**config.mk**
```make
export PLATFORM = sky130hd
export DESIGN_NAME = hex_display_scanner
export DESIGN_NICKNAME = d
export VERILOG_FILES = /design/src/rtl/hex_display_pkg.sv /design/src/rtl/seg7_hex_lut.sv /design/src/rtl/hex_display_scanner.sv
export SDC_FILE = /design/constraint.sdc
export NUM_CORES = 1
export LEC_CHECK = 0
export ABC_CLOCK_PERIOD_IN_PS = 2970
export CAP_MARGIN = 20
export CORE_UTILIZATION = 36
export CTS_CLUSTER_DIAMETER = 80
export DETAILED_ROUTE_END_ITERATION = 10
export HOLD_SLACK_MARGIN = 0.03
export SLEW_MARGIN = 15
export SYNTH_ARGS = -nofsm -noshare
export SYNTH_HDL_FRONTEND = slang
export SYNTH_HIERARCHICAL = 1
export SYNTH_SLANG_ARGS = --single-unit
```
**constraint.sdc**
```tcl
create_clock -name clk -period 2.97 [get_ports clk]
set_input_delay 0.891 -clock clk [delete_from_list [all_inputs] [get_ports clk]]
set_output_delay 0.891 -clock clk [all_outputs]
set_load 0.005 [all_outputs]
```
**src/rtl/hex_display_pkg.sv**
```systemverilog
// Shared types and segment constants for the hex display scanner.
// Segment vectors are {a,b,c,d,e,f,g} with bit 6 = a, active low.
package hex_display_pkg;

    typedef logic [6:0] seg_t;

    localparam seg_t SEG_BLANK = 7'b1111111;

    localparam seg_t SEG_TABLE [16] = '{
        7'b0000001, 7'b1001111, 7'b0010010, 7'b0000110,
        7'b1001100, 7'b0100100, 7'b0100000, 7'b0001111,
        7'b0000000, 7'b0000100, 7'b0001000, 7'b1100000,
        7'b0110001, 7'b1000010, 7'b0110000, 7'b0111000
    };

    function automatic seg_t hex_to_seg(input logic [3:0] nibble);
        return SEG_TABLE[nibble];
    endfunction

endpackage

```
**src/rtl/seg7_hex_lut.sv**
```systemverilog
// Combinational hex nibble to active-low 7-segment pattern.
module seg7_hex_lut
    import hex_display_pkg::*;
(
    input  logic [3:0] nibble,
    output logic [6:0] seg
);

    always_comb begin
        seg = hex_to_seg(nibble);
    end

endmodule

```
**src/rtl/hex_display_scanner.sv**
```systemverilog
// Time-multiplexed N-digit hex display driver with frame-synchronous update,
// leading-zero suppression, decimal points and an anti-ghosting blank window.
module hex_display_scanner
    import hex_display_pkg::*;
#(
    parameter int N_DIGITS      = 4,
    parameter int SCAN_DIV      = 50000,
    parameter int BLANK_CYC     = 500,
    parameter int AN_ACTIVE_LOW = 1
) (
    input  logic                    clk,
    input  logic                    rst,
    input  logic [4*N_DIGITS-1:0]   value,
    input  logic                    load,
    input  logic [N_DIGITS-1:0]     dp_in,
    input  logic                    lz_en,
    output logic [6:0]              seg,
    output logic                    dp_n,
    output logic [N_DIGITS-1:0]     an,
    output logic                    frame_tick
);

    localparam int CNT_W = $clog2(SCAN_DIV);
    localparam int IDX_W = (N_DIGITS > 1) ? $clog2(N_DIGITS) : 1;
    localparam logic [CNT_W-1:0]    CNT_LAST = CNT_W'(SCAN_DIV - 1);
    localparam logic [IDX_W-1:0]    IDX_LAST = IDX_W'(N_DIGITS - 1);
    localparam logic [N_DIGITS-1:0] AN_OFF   = {N_DIGITS{AN_ACTIVE_LOW != 0}};

    logic [CNT_W-1:0]      cnt;
    logic [IDX_W-1:0]      idx;
    logic [4*N_DIGITS-1:0] active;
    logic [N_DIGITS-1:0]   active_dp;
    logic [4*N_DIGITS-1:0] pend_value;
    logic [N_DIGITS-1:0]   pend_dp;
    logic                  pend_valid;
    logic                  wrapped;

    logic                  frame_end;
    logic [3:0]            cur_nib;
    logic                  cur_dp;
    logic [N_DIGITS-1:0]   sel;
    logic                  zero_run;
    logic                  suppress;
    logic                  in_blank;
    logic [6:0]            lut_seg;
    logic [6:0]            seg_next;
    logic                  dp_next;
    logic [N_DIGITS-1:0]   an_next;

    assign frame_end = (cnt == CNT_LAST) && (idx == IDX_LAST);
    assign in_blank  = int'(cnt) < BLANK_CYC;

    // Digit mux plus suppression: walk down from the top digit while the
    // nibbles stay zero; the selected digit is blanked if it lies in that run.
    always_comb begin
        cur_nib  = '0;
        cur_dp   = 1'b0;
        sel      = '0;
        zero_run = 1'b1;
        suppress = 1'b0;
        for (int unsigned i = 0; i < N_DIGITS; i++) begin
            if (idx == IDX_W'(i)) begin
                cur_nib = active[4*i +: 4];
                cur_dp  = active_dp[i];
                sel[i]  = 1'b1;
            end
        end
        for (int unsigned i = N_DIGITS - 1; i > 0; i--) begin
            zero_run = zero_run && (active[4*i +: 4] == 4'h0);
            if ((idx == IDX_W'(i)) && zero_run) begin
                suppress = lz_en;
            end
        end
    end

    seg7_hex_lut u_lut (
        .nibble (cur_nib),
        .seg    (lut_seg)
    );

    always_comb begin
        seg_next = suppress ? SEG_BLANK : lut_seg;
        dp_next  = ~(cur_dp & ~suppress);
        if (in_blank) begin
            an_next = AN_OFF;
        end else begin
            an_next = (AN_ACTIVE_LOW != 0) ? ~sel : sel;
        end
    end

    always_ff @(posedge clk or posedge rst) begin
        if (rst) begin
            cnt <= '0;
            idx <= '0;
        end else if (cnt == CNT_LAST) begin
            cnt <= '0;
            idx <= (idx == IDX_LAST) ? '0 : idx + 1'b1;
        end else begin
            cnt <= cnt + 1'b1;
        end
    end

    // A load on the frame-end cycle bypasses pending so it lands in the very next frame.
    always_ff @(posedge clk or posedge rst) begin
        if (rst) begin
            active     <= '0;
            active_dp  <= '0;
            pend_value <= '0;
            pend_dp    <= '0;
            pend_valid <= 1'b0;
        end else if (frame_end) begin
            if (load) begin
                active    <= value;
                active_dp <= dp_in;
            end else if (pend_valid) begin
                active    <= pend_value;
                active_dp <= pend_dp;
            end
            pend_valid <= 1'b0;
        end else if (load) begin
            pend_value <= value;
            pend_dp    <= dp_in;
            pend_valid <= 1'b1;
        end
    end

    always_ff @(posedge clk or posedge rst) begin
        if (rst) begin
            seg        <= SEG_BLANK;
            dp_n       <= 1'b1;
            an         <= AN_OFF;
            wrapped    <= 1'b0;
            frame_tick <= 1'b0;
        end else begin
            seg        <= seg_next;
            dp_n       <= dp_next;
            an         <= an_next;
            wrapped    <= frame_end;
            frame_tick <= wrapped;
        end
    end

endmodule
```
==> results.txt <==
----------------------------------------------------
[Outcome]
  Status ... complete, no violations

[Global route]
  Pin count of the biggest net entering global routing ... 44
  Global-route wire length before repair ... between 10,000 and 15,000 um
  Antenna violations before repair ... 0
  GRT Residual Overflow ... 0
  Number of global-route vias before repair ... 2,435
  Tot GR Track Use ... 0.152

[Worst setup path]
  Arrival time at the worst endpoint ... ~3.0 ns
  Critical path's slowest cell ... sky130_fd_sc_hd__mux4_1
  Crit-path max FO ... 5
  Worst Setup Start Kind ... register
  Worst path most repeated cell ... sky130_fd_sc_hd__inv_1
  Kind of end point of the critical path ... register
  Slowest stage delay, CP ... 0.45 ns
  Required time reported for the critical path endpoint ... 3.23 ns
  Cells traversed along the worst timing path ... inv_1 -> ha_1 -> nor2b_2 -> a22oi_1 -> nor2_1 -> a21oi_1 -> o21ai_0 -> inv_1 -> ha_1 -> inv_1 -> mux4_1 -> or2_2
  Kind of critical path ... register to register
  Slack of the worst reg-to-reg path ... between 0.2 and 0.25 ns

[CTS]
  Number of buffers added by the clock tree synthesis step ... 9
  CTS hold repair buffers ... 0
  Clock net sink count ... 73
  Clk root buf ... sky130_fd_sc_hd__clkbuf_8
  Number of buffers between clock root and the deepest sink ... 2
  Clock tree from TritonCTS ... done
  Maximum level of the CTS H-tree ... 3
  Clock slew seen by the registers of the worst setup and hold paths ... 0.08 ns
  Insertion delay to the later sink of the worst-skew pair ... 0.34 ns

[Placed design]
  Port Buffers ... 36
  Routability congestion estimate ... between 0.7 and 0.8
  DP Area ... 4120 sq um
  Sum of net half-perimeters after detailed placement ... 5170 um

[Finish]
  Diode count ... 0
  Commonest cells after routing, fill and taps aside ... sky130_fd_sc_hd__dfrtp_1 (61), sky130_fd_sc_hd__clkdlybuf4s50_1 (36), sky130_fd_sc_hd__o21ai_0 (34)
  Fill cell total of the finished layout ... around 950
  Most frequent standard cell in the layout excluding fill and tap cells ... sky130_fd_sc_hd__dfrtp_1
  Ratio of cells with drive above 1 in the final layout ... 0.146
  Post-route cell area ... approximately 4400 sq um
  Total area of sequential cells ... between 1500 and 2000 sq um
  # nets final ... roughly 420
  Area taken by multi-input logic gates ... 1570 sq um
  Growth of design area from synthesis to finish ... 20.9%

[Routing]
  DRC viols ... 0
  Antenna-violating nets left ... 0
  Vias per std cell ... between 5 and 6
  DR pass1 iterations ... 4
  Iteration-0 DRC count of the detailed router ... between 100 and 150
  Average wire length per cell after detail routing ... approximately 14 um
  DRT Wirelength ... ~7300 um
  DR vias ... 2,621

[STA]
  Relative slew margins ... 0.645
  Hold WS ... 0.348 ns
  Min Tclk post-route ... between 2 and 3 ns
  Worst Skew ... 0.00888 ns
  Hold violation total from the final report ... 0
  Post-route fraction of the period consumed by the critical path ... 0.919
  Slew Limit Fails ... 0
  Final setup fails ... 0
  Maximum frequency from static timing analysis ... roughly 0.37 GHz
  Measured slew at the worst slew-check pin ... between 0.5 and 0.6 ns

[Synthesis]
  Post-synthesis cell type count ... 44
  Number of cells produced by synthesis ... about 340
  Post-synth ARST share ... 1.00
  Number of warnings printed during yosys synthesis ... 6
  Post-Synthesis Mean Instance Area ... ~11 sq um
  Summed instance area of the synthesized netlist ... ~3600 sq um
  Net count after synthesis ... approximately 380
  Synthesis-stage register bit count ... 73
  Sequential share of the synthesized area ... 0.511
  Main synth FF type ... sky130_fd_sc_hd__dfrtp_1
  Number of enable-type register cells in the synthesized netlist ... 0

[Floorplanning]
  Die footprint ... ~10,000 sq um
  Core outline area ... 9730 sq um
  Num ports ... 37
  Starting Density ... 0.370
  Chip Height ... slightly above 100 um
  Die X-Extent ... 102 um
  Row count ... 36

[Power and ir drop]
  IR Drop Worst-Case VDD ... approximately 0.00024 V
  Leak Pwr ... 1.86 nW
  Power density over the cells ... between 400 and 500 nW/um^2

[Job]
  Number of max-cap violations ... 0

[Hold path]
  Hold WC Path Type ... register to register

----------------------------------------------------
==> power breakdown <==
part           total (mW)  switching, mW  internal [mW]
Clock               0.886          0.366          0.520
Sequential           1.03         0.0121           1.02
Combinational       0.121         0.0595         0.0618
Total                2.04          0.438           1.60
==> per-stage QoR <==
step	cells	total power, mW	utilization	setup slack (ns)	setup TNS (ns)
after CTS	517	2.06	0.448	0.157	0
after global routing	517	2.13	0.448	-0.000240	-0.000240
after global placement	501	1.17	0.424	0.294	0
final	517	2.04	0.448	0.240	0
after detailed placement	501	1.18	0.424	0.176	0
after floorplan	339	1.12	-	0.00527	0
==> layout make-up <==
class	count	area share
Clock buffer	12	0.0356
Clock inverter	4	0.0172
Inverter	23	0.0198
Multi-Input combinational cell	224	0.360
Sequential cell	73	0.423
Tap cell	133	0.0382
Timing Repair Buffer	48	0.106
==> worst max-delay path: cells and delay by family, from the launching register on <==
kind	cells	cell delay, ns
DFF	1	0.40
muxes	1	0.45
adders and majority gates	2	0.52
and+or+nand+nor	3	0.62
buffers and inverters	3	0.31
AOI/OAI and AO/OA	3	0.36
==> cells in the mapped netlist, drive strengths merged, types with 5 or more instances <==
| master | instances | area, sq um |
|---|---|---|
| clkbuf | 10 | 37.5 |
| nor4 | 5 | 37.5 |
| dfrtp | 61 | 1530 |
| o21ai | 34 | 170 |
| buf | 9 | 71.3 |
| a2bb2oi | 14 | 129 |
| xnor2 | 8 | 70.1 |
| ha | 12 | 150 |
| nand3 | 20 | 100 |
| nand4b | 7 | 61.3 |
| dfstp | 12 | 315 |
| mux2i | 5 | 50.1 |
| a21oi | 15 | 75.1 |
| nand2 | 18 | 67.6 |
| mux2 | 20 | 225 |
| or2 | 9 | 56.3 |
| o22ai | 7 | 43.8 |
| nor2 | 15 | 56.3 |
| inv | 23 | 86.3 |
==> flip-flops by register name, summed over array words and instances, names as in the netlist <==
name	count
pend_value	16
seg	7
cnt	16
dp_n	1
active_dp	4
wrapped	1
pend_dp	4
idx	2
active	16
an	4
frame_tick	1
pend_valid	1
==> cells by family (layout without fill, tap and decap cells) <==
logic type,after synthesis,count (layout),share of synthesized area
and+or+nand+nor,97,97,0.149
AOI/OAI and AO/OA,77,77,0.131
adders and majority gates,12,12,0.0417
muxes,26,26,0.0837
DFF,73,73,0.511
buffers and inverters,42,87,0.0542
xor gates and xnor gates,12,12,0.0292
==> layer usage <==
| metal | GRT usage | vias up | wire length [um] |
|---|---|---|---|
| met3 | 0.0287 | 10 | 279 |
| li1 | - | 1272 | - |
| met5 | 0 | - | 0 |
| met2 | 0.219 | 63 | 3250 |
| met4 | 0.0703 | 0 | 124 |
| met1 | 0.220 | 1276 | 3620 |
==> worst paths after layout <==
path,startpoint,to,depth (start not counted)
max,idx[0]$_DFFE_PP0N_,seg[3]$_DFF_PP1_,12
min,wrapped$_DFF_PP0_,frame_tick$_DFF_PP0_,0
max reg2reg,idx[0]$_DFFE_PP0N_,seg[3]$_DFF_PP1_,12
min reg2reg,wrapped$_DFF_PP0_,frame_tick$_DFF_PP0_,0
max in group asynchronous,rst,dp_n$_DFF_PP1_,3
min in group asynchronous,rst,frame_tick$_DFF_PP0_,3
==> what timing repair did <==
action,CTS,global route
gates resized for setup,0,1
setup buffers,0,0
endpoints found under the setup margin,0,1
Note: power is estimated with default switching activity, not from simulation.
